## config.mk

```make
export PLATFORM = sky130hd
export DESIGN_NAME = vputy_cmd_arb
export DESIGN_NICKNAME = d
export VERILOG_FILES = /design/src/rtl/vputy_cmd_arb.sv
export SDC_FILE = /design/constraint.sdc
export NUM_CORES = 1
export LEC_CHECK = 0
export CORE_AREA = 2 2 105 107
export CTS_CLUSTER_SIZE = 30
export DETAILED_ROUTE_END_ITERATION = 8
export DIE_AREA = 0 0 107 109
export PLACE_DENSITY = 0.77
export SLEW_MARGIN = 40
export SYNTH_ARGS = -nofsm -noshare
export SYNTH_HDL_FRONTEND = slang
export SYNTH_SLANG_ARGS = --single-unit
```

## constraint.sdc

```tcl
create_clock -name clk_i -period 1.7 [get_ports clk_i]
set_input_delay 0.51 -clock clk_i [delete_from_list [all_inputs] [get_ports clk_i]]
set_output_delay 0.51 -clock clk_i [all_outputs]
set_load 0.02 [all_outputs]
```

## src/rtl/vputy_cmd_arb.sv

```systemverilog
// vputy_cmd_arb: round-robin, burst-locked arbiter for the vputy command port.
// Forwards the owner's bundle through one register stage and drains between owners.
module vputy_cmd_arb #(
  parameter int NUM_REQ      = 4,
  parameter int MRX_IND_WTH  = 5,
  parameter int MRX_ADDR_WTH = 9,
  parameter int DRAIN_CYC    = 8
) (
  input  logic                            clk_i,
  input  logic                            rst_n_i,
  input  logic [NUM_REQ-1:0]              req_i,
  input  logic [NUM_REQ*5-1:0]            code_i,
  input  logic [NUM_REQ*MRX_IND_WTH-1:0]  mrs0_index_i,
  input  logic [NUM_REQ*MRX_ADDR_WTH-1:0] mrs0_addr_i,
  input  logic [NUM_REQ*6-1:0]            sv_code_i,
  input  logic [NUM_REQ*3-1:0]            mtx_sel_h_i,
  input  logic [NUM_REQ*MRX_IND_WTH-1:0]  mrd_index_i,
  input  logic [NUM_REQ*MRX_ADDR_WTH-1:0] mrd_addr_i,
  input  logic [NUM_REQ*8-1:0]            strobe_h_i,
  output logic [NUM_REQ-1:0]              gnt_o,
  output logic [4:0]                      arb_vputy__code_o,
  output logic [MRX_IND_WTH-1:0]          arb_vputy__mrs0_index_o,
  output logic [MRX_ADDR_WTH-1:0]         arb_vputy__mrs0_addr_o,
  output logic [5:0]                      arb_vputy__sv_code_o,
  output logic [2:0]                      arb_vputy__mtx_sel_h_o,
  output logic [MRX_IND_WTH-1:0]          arb_vputy__mrd_index_o,
  output logic [MRX_ADDR_WTH-1:0]         arb_vputy__mrd_addr_o,
  output logic [7:0]                      arb_vputy__strobe_h_o,
  output logic                            busy_o,
  output logic [2:0]                      owner_o
);

  typedef struct packed {
    logic [4:0]              code;
    logic [MRX_IND_WTH-1:0]  mrs0_index;
    logic [MRX_ADDR_WTH-1:0] mrs0_addr;
    logic [5:0]              sv_code;
    logic [2:0]              mtx_sel_h;
    logic [MRX_IND_WTH-1:0]  mrd_index;
    logic [MRX_ADDR_WTH-1:0] mrd_addr;
    logic [7:0]              strobe_h;
  } cmd_t;

  typedef enum logic [1:0] {
    ST_IDLE,
    ST_BURST,
    ST_DRAIN
  } state_t;

  localparam logic [2:0] LAST_REQ =
    3'(NUM_REQ - 1);
  localparam logic [4:0] DRAIN_LAST =
    5'(DRAIN_CYC - 1);

  state_t               state;
  logic [2:0]           rr_ptr;
  logic [2:0]           owner;
  logic [4:0]           drain_cnt;
  logic [NUM_REQ-1:0]   gnt;
  logic                 busy;
  cmd_t                 cmd_q;

  cmd_t                 own_cmd;
  logic                 own_req;
  logic                 any_req;
  logic                 hi_hit;
  logic [2:0]           win_hi;
  logic [2:0]           win_lo;
  logic [2:0]           win;
  logic [NUM_REQ-1:0]   win_oh;

  assign any_req = |req_i;

  // Select the current owner's request and command slice.
  always_comb begin
    own_req = 1'b0;
    own_cmd = '0;
    for (int k = 0; k < NUM_REQ; k++) begin
      if (owner == 3'(k)) begin
        own_req            = req_i[k];
        own_cmd.code       =
          code_i[k*5 +: 5];
        own_cmd.mrs0_index =
          mrs0_index_i[k*MRX_IND_WTH +: MRX_IND_WTH];
        own_cmd.mrs0_addr  =
          mrs0_addr_i[k*MRX_ADDR_WTH +: MRX_ADDR_WTH];
        own_cmd.sv_code    =
          sv_code_i[k*6 +: 6];
        own_cmd.mtx_sel_h  =
          mtx_sel_h_i[k*3 +: 3];
        own_cmd.mrd_index  =
          mrd_index_i[k*MRX_IND_WTH +: MRX_IND_WTH];
        own_cmd.mrd_addr   =
          mrd_addr_i[k*MRX_ADDR_WTH +: MRX_ADDR_WTH];
        own_cmd.strobe_h   =
          strobe_h_i[k*8 +: 8];
      end
    end
  end

  // Round-robin winner: lowest index above rr_ptr, else lowest overall.
  always_comb begin
    hi_hit = 1'b0;
    win_hi = '0;
    win_lo = '0;
    for (int k = NUM_REQ - 1; k >= 0; k--) begin
      if (req_i[k]) begin
        win_lo = 3'(k);
        if (3'(k) > rr_ptr) begin
          hi_hit = 1'b1;
          win_hi = 3'(k);
        end
      end
    end
    win    = hi_hit ? win_hi : win_lo;
    win_oh = '0;
    for (int k = 0; k < NUM_REQ; k++) begin
      if (win == 3'(k)) begin
        win_oh[k] = 1'b1;
      end
    end
  end

  // Arbitration FSM with registered grant, bundle and status.
  always_ff @(posedge clk_i or negedge rst_n_i) begin
    if (!rst_n_i) begin
      state     <= ST_IDLE;
      rr_ptr    <= LAST_REQ;
      owner     <= '0;
      drain_cnt <= '0;
      gnt       <= '0;
      busy      <= 1'b0;
      cmd_q     <= '0;
    end else begin
      cmd_q <= '0;
      case (state)
        ST_IDLE: begin
          if (any_req) begin
            gnt    <= win_oh;
            owner  <= win;
            rr_ptr <= win;
            busy   <= 1'b1;
            state  <= ST_BURST;
          end
        end
        ST_BURST: begin
          if (own_req) begin
            cmd_q <= own_cmd;
          end else begin
            gnt       <= '0;
            drain_cnt <= '0;
            state     <= ST_DRAIN;
          end
        end
        ST_DRAIN: begin
          drain_cnt <= drain_cnt + 5'd1;
          if (drain_cnt == DRAIN_LAST) begin
            busy  <= 1'b0;
            state <= ST_IDLE;
          end
        end
        default: begin
          gnt   <= '0;
          busy  <= 1'b0;
          state <= ST_IDLE;
        end
      endcase
    end
  end

  assign gnt_o   = gnt;
  assign busy_o  = busy;
  assign owner_o = owner;

  assign arb_vputy__code_o       = cmd_q.code;
  assign arb_vputy__mrs0_index_o = cmd_q.mrs0_index;
  assign arb_vputy__mrs0_addr_o  = cmd_q.mrs0_addr;
  assign arb_vputy__sv_code_o    = cmd_q.sv_code;
  assign arb_vputy__mtx_sel_h_o  = cmd_q.mtx_sel_h;
  assign arb_vputy__mrd_index_o  = cmd_q.mrd_index;
  assign arb_vputy__mrd_addr_o   = cmd_q.mrd_addr;
  assign arb_vputy__strobe_h_o   = cmd_q.strobe_h;

endmodule
```

Yosys cells after proc, flatten, opt, wreduce, memory -nomap -nowiden
Index checks and enable logic that the tools add are counted.
{"block": "word_totals", "word_cells": 90, "out_inout_bits": 58, "inputBits": 206, "register_bits": 68}
{"block": "op_classes", "n_mux": 47, "bitwise": 2, "n_reduce_logical": 10, "n_addsub": 1, "magnitude_cmp": 4, "n_eq_ne": 12}
{"op": "$mux W50", "n": 6}
{"op": "$mux W3", "n": 10}
{"op": "$mux W1", "n": 18}
{"op": "$eq A3 B2 Y1 const B", "n": 4}
{"op": "$mux W2", "n": 6}
{"op": "$pmux W4 S3", "n": 1}
{"op": "$pmux W5 S2", "n": 1}
{"op": "$reduce_and A3 Y1", "n": 3}
{"op": "$mux W4", "n": 2}
{"op": "$eq A3 B1 Y1 const B", "n": 2}
{"op": "$gt A1 B3 Y1 const A", "n": 2}
{"op": "$gt A2 B3 Y1 const A", "n": 2}
{"op": "$logic_not A3 Y1", "n": 2}
{"op": "$ne A2 B2 Y1 const B", "n": 3}
{"op": "$pmux W2 S3", "n": 1}
{"op": "$add A5 B1 Y5 const B", "n": 1}
{"op": "$eq A5 B3 Y1 const B", "n": 1}
{"op": "$mux W5", "n": 1}
{"op": "$reduce_and A2 Y1", "n": 2}
{"op": "$reduce_or A4 Y1", "n": 1}
{"op": "$pmux W1 S3", "n": 1}
{"op": "$eq A2 B1 Y1 const B", "n": 1}
{"op": "$eq A2 B2 Y1 const B", "n": 1}
{"op": "$logic_not A2 Y1", "n": 1}
{"op": "2 further kinds", "n": 3}

Longest topological paths before layout
Gate-level depths: netlist of run 1.
{"block": "logic_depth", "ltp_word": 14, "ltp_mapped": 5, "mapped_depth_nobuf": 4}

Worst setup path before layout of run 1
Ideal clock, no wire load.
{"block": "synth_timing", "path_kind": "input-to-reg", "from": "input req_i[0]", "to": "register owner[0], in the netlist owner_o[0]", "n_path_buf": 1, "t_arrival_ps": 1562, "slack_ps": 13, "stages": 4, "setup_time_ps": 125, "t_required_ps": 1575, "cell_sequence": "nor4_1 nand2b_1 clkbuf_1 mux2_2"}
{"block": "synth_between", "elab_chain_cells": 2, "word_cells_on_any_way": 6, "classes_between": "mux (4); reduce/logical (2)"}
{"element": "start, declared", "line_no": "11", "source": "input logic [NUM_REQ-1:0] req_i,"}
{"element": "$reduce_or A4 Y1 (tied with other cells)", "line_no": "72", "source": "assign any_req = |req_i;"}
{"element": "$reduce_and A2 Y1 (no source line) / $mux W3 (equally long branches)"}
{"element": "end signal, assigned", "line_no": "140", "source": "owner <= win;"}
{"element": "end, declared", "line_no": "57", "source": "logic [2:0] owner;"}
Several ways; a longest one is shown, not always the timed one.
A chain may end at the register's enable or synchronous reset.

Final worst setup path of run 1
{"block": "layout_timing", "from": "register owner[0], in the netlist owner_o[0]", "to": "output owner_o[0]"}
{"element": "end, declared", "line_no": "30", "source": "output logic [2:0] owner_o"}
No word-level cell between the ends.

==> results_dict.tcl, run 1 <==
set metrics [dict create \
    wire_per_inst_um 17.4 \
    max_stage_delay_ns 0.54 \
    postSynthAreaPerCell_um2 14.3 \
    fillers 833 \
    fin_crit_sh_pct 97.6 \
    multi_input_area_um2 1900 \
    p_comb_share_pct 55.6 \
    drive_gt1_share_pct 19.5 \
    dieArea_um2 11700 \
    hpwlAfterDp_um 9550 \
    finalHoldViolCount 0 \
    ir_worst_vdd_uv 668 \
    mostFrequentLayoutCells "clkdlybuf4s50_1, dfrtp_1, dlygate4sd2_1" \
    period_needed_ns 1.66 \
    seq_area_um2 1660 \
    postRouteAntennaNets 0 \
    tns_ns 0 \
    seqPwrFrac_pct 27.3 \
    drv_cap 0 \
    final_common_cell "clkdlybuf4s50_1" \
    antenna_found_initial 0 \
    syn_nets 460 \
    n_antenna_cell 0 \
    fp.coreArea_um2 10600 \
    dp_slack_ns -0.512 \
    cts-buffers-inserted 9 \
    cts_tree "done" \
    clk_pin_slew_ns 0.07 \
    grt_pass1_vias 3643 \
    crit_fanout 7 \
    drtPass1Iterations 4 \
    wirelength_um 11600 \
    cts-hold-fix-buffers 0 \
    setup_viol 0 \
    hold_path_class "input pin to asynchronous set/reset pin" \
    switching_share_pct 35.2 \
    worst-path-buf-inv 1 \
    drc 0 \
    cp_cell_sequence "clkdlybuf4s15_2" \
    power_density_nw_per_um2 1320 \
    end_kind "primary output" \
    drt-initial-drc-count 105 \
    worstSetupPathType "flop to primary output" \
    synth_cell_type_count 36 \
    io_buffers 262 \
    synth_top_area_share_pct 44.4 \
    gr-total-overflow 0 \
    netlist_top_cells_area "dfrtp_1, mux4_2, nor2b_1" \
    cp.required_ns 1.19 \
    slowest_stage "dfrtp_4" \
    clock-sinks 66 \
    max_freq_ghz 0.603 \
    grt_max_degree 67 \
    clock_latency_ns 0.33 \
    worst_ep_arrival_time_ns 1.15 \
    maxSlewViolCount 0 \
    ys_seq_elements 66 \
    vias 3245 \
    p_clk_share_pct 17.2 \
    grt_first_pass_wirelength_um 18100 \
    cp-start-kind "flop" \
    layout_setup_ws_ns 0.0416 \
    rows 38 \
    start_util_pct 34.0 \
    fin_skew_ns 0.0104 \
    gp_congestion 0.769 \
    cts-root-buf "clkbuf_8" \
    die_h_um 109 \
    grtUsageTotal_pct 20.3 \
    p_int_mw 5.73 \
    p_sw_mw 3.11 \
    p_leak_nw 2.94 \
    synth_warnings 0 \
    via_per_inst 4.85 \
    syn_to_final_growth_pct 85.8 \
    ios 264 \
    yosysTopAreaCell "dfrtp_1" \
    die_x_um 107 \
    htree_levels 3 \
    yosysSeqAreaShare_pct 45.8 \
    outcome "complete, no violations" \
    layout.nets 731 \
    synthCells 253 \
    synthesis.area_um2 3610 \
    critPathTopFamily "flip-flops" \
    ctsLongestPathBuffers 2 \
]
[repair_timing]
action                                  4_1_cts  5_1_grt
pin swaps                                     2        3
endpoints found under the setup margin      121       11
resized for setup                            69       10
buffers inserted                              1        2
gates cloned                                  0        0
[through the flow]
| stage | cell area [µm²] | total power, mW | hold WS [ns] | utilization [%] | std cells |
|---|---|---|---|---|---|
| 2_1_floorplan | 3610 | 5.54 | 0.214 | - | 253 |
| 3_3_place_gp | 6450 | 7.51 | 0.491 | 60.9 | 650 |
| 3_5_place_dp | 6450 | 7.61 | 0.497 | 60.9 | 650 |
| 4_1_cts | 6670 | 8.91 | 0.191 | 62.9 | 667 |
| 5_1_grt | 6710 | 9.40 | 0.203 | 63.2 | 669 |
| 6_report | 6710 | 8.84 | 0.180 | 63.2 | 669 |
[cell families (layout without fill, tap and decap cells)]
| logic type | after synthesis | in the layout | share of synthesized area, % |
|---|---|---|---|
| fa+ha+maj | 1 | 1 | 0.347 |
| flops | 66 | 66 | 45.8 |
| other cells | 1 | 1 | 0.104 |
| mux | 53 | 53 | 32.5 |
| buf+inv | 23 | 299 | 3.05 |
| simple gates | 85 | 85 | 13.4 |
| compound gates | 23 | 23 | 4.58 |
| xor+xnor | 1 | 1 | 0.243 |
[worst paths after layout]
kind	depth (start not counted)	startpoint	end	slack, ns
max	1	owner_o[0]	owner_o[0]	0.04
min	2	rst_n_i	arb_vputy__sv_code_o[1]	0.18
max reg2reg	4	owner_o[0]	gnt_o[2]	0.06
min reg2reg	2	busy_o	busy_o	0.51
max in group asynchronous	2	rst_n_i	rr_ptr[0]	1.18
min in group clk_i	2	busy_o	busy_o	0.51
[cell usage after synthesis]
master	number
dfrtp_1	64
mux4_2	51
nor2b_1	51
nand2_1	13
buf_2	10
nor2_1	8
clkbuf_1	7
o21ai_0	6
nand2b_1	5
inv_1	4
o21ai_1	3
o2bb2ai_1	3
dfstp_2	2
mux2_2	2
nand3_1	2
or2_2	2
a211o_1	1
a21boi_0	1
a21oi_1	1
a221o_1	1
a22o_1	1
a311oi_2	1
a31oi_1	1
a32o_1	1
buf_4	1
buf_6	1
conb_1	1
ha_1	1
nand2_2	1
nand3b_2	1
nor3b_1	1
nor4_1	1
o21a_1	1
o21bai_1	1
o31ai_1	1
xor2_1	1
[area by class of cell]
type / instances / area share (%)
Clock buffer: 12 / 2.46
Multi-Input combinational cell: 164 / 28.3
Timing Repair Buffer: 279 / 40.5
Tap cell: 140 / 2.61
Clock inverter: 4 / 1.08
Sequential cell: 66 / 24.7
Inverter: 4 / 0.224
[routing by layer]
layer  track usage (%)  vias up  part of all wire [%]
li1                  -     1485                     -
met1              22.9     1614                    36
met2              37.8      124                    56
met4              8.07        0                   2.2
met5                 0        -                     0
met3              4.12       22                   5.1
[power by group through the flow]
stage / logic [mW] / clock network [mW] / registers (mW)
after global placement: 5.07 / 0 / 2.44
after CTS: 4.92 / 1.56 / 2.43
final: 4.91 / 1.52 / 2.41
after detailed placement: 5.15 / 0 / 2.46
after floorplan: 2.60 / 0 / 2.94
after global routing: 5.29 / 1.63 / 2.48
[sequential cells by signal, summed over array words and instances, names as in the netlist]
name                     cells
gnt_o                        4
state                        2
arb_vputy__mrs0_index_o      5
arb_vputy__mrd_addr_o        9
arb_vputy__mrd_index_o       5
arb_vputy__strobe_h_o        8
drain_cnt                    5
arb_vputy__code_o            5
owner_o                      2
busy_o                       1
arb_vputy__mrs0_addr_o       9
arb_vputy__sv_code_o         6
rr_ptr                       2
arb_vputy__mtx_sel_h_o       3
Power figures use the tool's default switching activity.
==> run 2, diff against run 1 <==
--- a/config.mk
+++ b/config.mk
@@ -5,11 +5,11 @@
 export SDC_FILE = /design/constraint.sdc
 export NUM_CORES = 1
 export LEC_CHECK = 0
-export CORE_AREA = 2 2 105 107
+export CORE_AREA = 10 10 109 111
 export CTS_CLUSTER_SIZE = 30
 export DETAILED_ROUTE_END_ITERATION = 8
-export DIE_AREA = 0 0 107 109
-export PLACE_DENSITY = 0.77
+export DIE_AREA = 0 0 119 121
+export PLACE_DENSITY = 0.82
 export SLEW_MARGIN = 40
 export SYNTH_ARGS = -nofsm -noshare
 export SYNTH_HDL_FRONTEND = slang
==> constraint.sdc (replaced) <==
create_clock -name clk_i -period 2 [get_ports clk_i]
set_input_delay 0.6 -clock clk_i [delete_from_list [all_inputs] [get_ports clk_i]]
set_output_delay 0.6 -clock clk_i [all_outputs]
set_load 0.02 [all_outputs]
==> results_dict.tcl, run 2 (synthesized netlist as in run 1, its figures left out) <==
set metrics [dict create \
    ir_worst_vdd_uv 768 \
    finalHoldViolCount 0 \
    cp.required_ns 2.20 \
    gp_congestion 0.843 \
    slowest_stage "clkdlybuf4s50_1" \
    power_density_nw_per_um2 1140 \
    cts-root-buf "clkbuf_8" \
    die_x_um 119 \
    setup_viol 0 \
    htree_levels 3 \
    crit_cells 5 \
    cts-hold-fix-buffers 0 \
    worst_ep_arrival_time_ns 2.20 \
    antenna_found_initial 0 \
    clock-sinks 66 \
    io_buffers 262 \
    fp.coreArea_um2 9640 \
    period_needed_ns 2.00 \
    mostFrequentLayoutCells "clkdlybuf4s50_1, dfrtp_1, mux4_2, nor2b_1, buf_4" \
    grt_max_degree 67 \
    clock_latency_ns 0.32 \
    rr_worst_depth 3 \
    ctsLongestPathBuffers 2 \
    rsz0062_at_grt "false" \
    startpoint "req_i[3]" \
    maxSlewViolCount 0 \
    drt-initial-drc-count 134 \
    drv_cap 0 \
    drive_gt1_share_pct 17.4 \
    fillers 750 \
    wire_per_inst_um 20.3 \
    wirelength_um 13400 \
    dieArea_um2 14400 \
    worstSetupPathType "input pin to flop" \
    p_leak_nw 2.66 \
    critPathTopFamily "buffers and inverters" \
    worst-path-buf-inv 2 \
    final_common_cell "clkdlybuf4s50_1" \
    hold_path_class "input pin to asynchronous set/reset pin" \
    layout.nets 730 \
    gr-total-overflow 0 \
    outcome "complete, no violations" \
    ios 264 \
    syn_to_final_growth_pct 84.6 \
    n_antenna_cell 0 \
    drtPass1Iterations 6 \
    max_freq_ghz 0.501 \
    reg2reg_from "owner_o[0]" \
    hpwlAfterDp_um 11500 \
    end_kind "flop" \
    fin_skew_ns 0.00865 \
    start_util_pct 37.4 \
    cp-start-kind "input pin" \
    p_total_mw 7.61 \
    drc 0 \
    fin_crit_sh_pct 99.8 \
    cp_cell_sequence "clkdlybuf4s50_1 > buf_4 > nor4_1 > nand2b_1 > mux2_2" \
    clk_pin_slew_ns 0.07 \
    rows 36 \
    vias 3222 \
    via_per_inst 4.87 \
    die_h_um 121 \
    max_stage_delay_ns 0.47 \
    grt_first_pass_wirelength_um 20300 \
    crit_fanout 5 \
    grt_pass1_vias 3768 \
    crit_end "owner_o[0]" \
    reg2reg_to "arb_vputy__mrs0_addr_o[4]" \
    grtUsageTotal_pct 18.1 \
    holdWs_ns 0.280 \
    cts_tree "done" \
    postRouteAntennaNets 0 \
    reg2reg_slack_ns 0.34 \
    cts-buffers-inserted 9 \
]
-- run 2: cell count changes in the layout (fill, tap and decap cells not counted), sizes merged --
cell	delta
buf	-1
clkdlybuf4s15	-2
clkdlybuf4s50	+59
clkinvlp	-1
dlygate4sd2	-57
dlymetal6s2s	+1
-- run 2: how the worst min path moves through the flow --
stage	endpoint	slack [ns]	cells past startpoint
final	arb_vputy__code_o[3]	0.28	2
after global routing	arb_vputy__code_o[3]	0.30	2
after CTS	arb_vputy__code_o[3]	0.30	2
after detailed placement	gnt_o[3]	0.50	1
after global placement	gnt_o[3]	0.50	1
after floorplan	arb_vputy__code_o[0]	0.30	0
-- run 2: what timing repair did --
action	CTS	global route
endpoints found under the setup margin	1	1
gates resized for setup	1	1
buffers inserted	0	0
-- run 2: per-layer routing --
layer	track usage [%]	vias to the layer above	share of wire, %
met3	6.93	15	8.5
li1	-	1482	-
met1	16.3	1575	32
met4	5.50	0	1.8
met5	0	-	0
met2	36.0	150	58
-- run 2: layout make-up --
cell class              instances  area [µm²]  area share (%)
repair buffers                278        2760            41.5
multi-input cells             164        1840            27.7
flip-flops and latches         66        1660            24.9
well taps                     133         166            2.50
clock buffers                  13         149            2.23
clock inverters                 3        65.1           0.977
inverters                       4        15.0           0.225
-- run 2: metrics by stage --
stage	instances	setup TNS, ns	util [%]	area, µm²	setup slack (ns)
2_1_floorplan	253	0	-	3610	0.223
3_3_place_gp	645	-11.01	66.9	6450	-0.256
3_5_place_dp	645	-13.93	66.9	6450	-0.293
4_1_cts	661	0	69.1	6660	0.0209
5_1_grt	661	0	69.1	6660	0.00221
6_report	661	0	69.1	6660	0.00470
-- run 2: power breakdown --
| group | internal, mW | switching (mW) | total (mW) |
|---|---|---|---|
| Clock | 0.737 | 0.475 | 1.21 |
| Combinational | 2.44 | 1.90 | 4.35 |
| Sequential | 1.80 | 0.246 | 2.05 |
==> run 3, diff against run 2 <==
--- a/config.mk
+++ b/config.mk
@@ -10,7 +10,7 @@
 export DETAILED_ROUTE_END_ITERATION = 8
 export DIE_AREA = 0 0 119 121
 export PLACE_DENSITY = 0.82
-export SLEW_MARGIN = 40
+export SETUP_SLACK_MARGIN = 0.02
 export SYNTH_ARGS = -nofsm -noshare
 export SYNTH_HDL_FRONTEND = slang
 export SYNTH_SLANG_ARGS = --single-unit
==> results_dict.tcl, run 3 (synthesized netlist as in run 1, its figures left out) <==
set metrics [dict create \
    fp.coreArea_um2 9640 \
    drtPass1Iterations 6 \
    die_h_um 121 \
    reg2reg_from "owner_o[0]" \
    wirelength_um 13400 \
    fin_skew_ns 0.00862 \
    p_leak_nw 2.71 \
    worst_ep_arrival_time_ns 2.15 \
    cts-buffers-inserted 9 \
    cts-root-buf "clkbuf_8" \
    seqPwrFrac_pct 26.9 \
    post_cts_buffers 0 \
    n_antenna_cell 0 \
    clock-sinks 66 \
    syn_to_final_growth_pct 85.0 \
    drive_gt1_share_pct 17.6 \
    fillers 747 \
    dieArea_um2 14400 \
    grt_max_degree 67 \
    tns_ns 0 \
    fin_crit_sh_pct 97.8 \
    postRouteAntennaNets 0 \
    hpwlAfterDp_um 11500 \
    end_kind "flop" \
    p_total_mw 7.61 \
    htree_levels 3 \
    vias 3221 \
    maxSlewViolCount 0 \
    gp_congestion 0.843 \
    p_int_mw 4.98 \
    rsz0062_at_grt "true" \
    via_per_inst 4.87 \
    worstSetupPathType "input pin to flop" \
    cp-start-kind "input pin" \
    gr-total-overflow 0 \
    hold_path_class "input pin to asynchronous set/reset pin" \
    dp_slack_ns -0.293 \
    p_comb_share_pct 57.1 \
    power_density_nw_per_um2 1140 \
    clk_pin_slew_ns 0.07 \
    grt_pass1_vias 3768 \
    die_x_um 119 \
    rr_worst_depth 3 \
    reg2reg_to "arb_vputy__mrs0_addr_o[4]" \
    holdWs_ns 0.279 \
    outcome "complete, no violations" \
    ctsLongestPathBuffers 2 \
    grtUsageTotal_pct 18.1 \
    mostFrequentLayoutCells "clkdlybuf4s50_1, dfrtp_1, mux4_2, nor2b_1, buf_4" \
    layout.nets 730 \
    reg2reg_slack_ns 0.34 \
    rows 36 \
    p_sw_mw 2.63 \
    p_clk_share_pct 15.9 \
    place_area_um2 6450 \
    drc 0 \
    ios 264 \
    crit_fanout 5 \
    io_buffers 262 \
    max_freq_ghz 0.511 \
    period_needed_ns 1.96 \
    drv_cap 0 \
    antenna_found_initial 0 \
    layout_setup_ws_ns 0.0431 \
    final_common_cell "clkdlybuf4s50_1" \
    cts-hold-fix-buffers 0 \
    switching_share_pct 34.5 \
    cp.required_ns 2.19 \
    fin_area_um2 6680 \
    grt_first_pass_wirelength_um 20300 \
    start_util_pct 37.4 \
    drt-initial-drc-count 124 \
    wire_per_inst_um 20.3 \
    ir_worst_vdd_uv 768 \
    clock_latency_ns 0.33 \
    setup_viol 0 \
    cts_tree "done" \
    finalHoldViolCount 0 \
]
==> run 3: changes by cell type in the layout (fill, tap and decap cells not counted) <==
cell / delta
clkdlybuf4s50_1: -4
dlymetal6s2s_1: +4
nand2b_1: -1
nand2b_2: +1
==> run 3: final cells by class <==
cell class / count / area (µm²) / share of cell area (%)
inverter: 4 / 15.0 / 0.225
multi-input combinational: 164 / 1850 / 27.7
clock buffer: 13 / 149 / 2.23
tap: 133 / 166 / 2.49
sequential: 66 / 1660 / 24.9
clock inverter: 3 / 65.1 / 0.975
timing repair buffer: 278 / 2770 / 41.6
==> run 3: timing repair <==
action                     4_1_cts  5_1_grt
cloned                           0        0
setup endpoints to repair        1        8
resized for setup                1        6
==> run 3: how the worst max path moves through the flow <==
| stage | startpoint | to | slack, ns | cells past startpoint |
|---|---|---|---|---|
| 5_1_grt | req_i[0] | gnt_o[1] | 0.02 | 5 |
| 4_1_cts | owner_o[1] | owner_o[1] | 0.02 | 1 |
| 3_3_place_gp | req_i[3] | owner_o[0] | -0.26 | 5 |
| 3_5_place_dp | req_i[1] | gnt_o[1] | -0.29 | 5 |
| 2_1_floorplan | req_i[0] | owner_o[0] | 0.22 | 4 |
| 6_report | req_i[0] | drain_cnt[2] | 0.04 | 5 |
==> run 3: power groups by stage <==
stage	sequential, mW	clock [mW]	combinational [mW]
after floorplan	2.50	0	2.21
after global placement	2.05	0	4.36
after detailed placement	2.07	0	4.43
after CTS	2.05	1.25	4.43
after global routing	2.10	1.33	4.66
final	2.05	1.21	4.35
==> run 3: worst max-delay path: stages <==
cell and delay, ns:
clkdlybuf4s50_1 0.50, mux4_2 0.54, o21a_1 0.26, o21ai_1 0.16, o21ai_1 0.09
==> run 3: through the flow <==
step                      cells  util [%]
after CTS                   661      69.1
after global placement      645      66.9
after floorplan             253         -
final                       661      69.2
after detailed placement    645      66.9
after global routing        661      69.2
==> run 3: per-layer routing <==
layer	track usage [%]	vias to the layer above	wire length, µm
met4	5.50	0	244
met5	0	-	0
met2	36.0	149	7730
li1	-	1482	-
met3	6.93	17	1140
met1	16.3	1573	4300
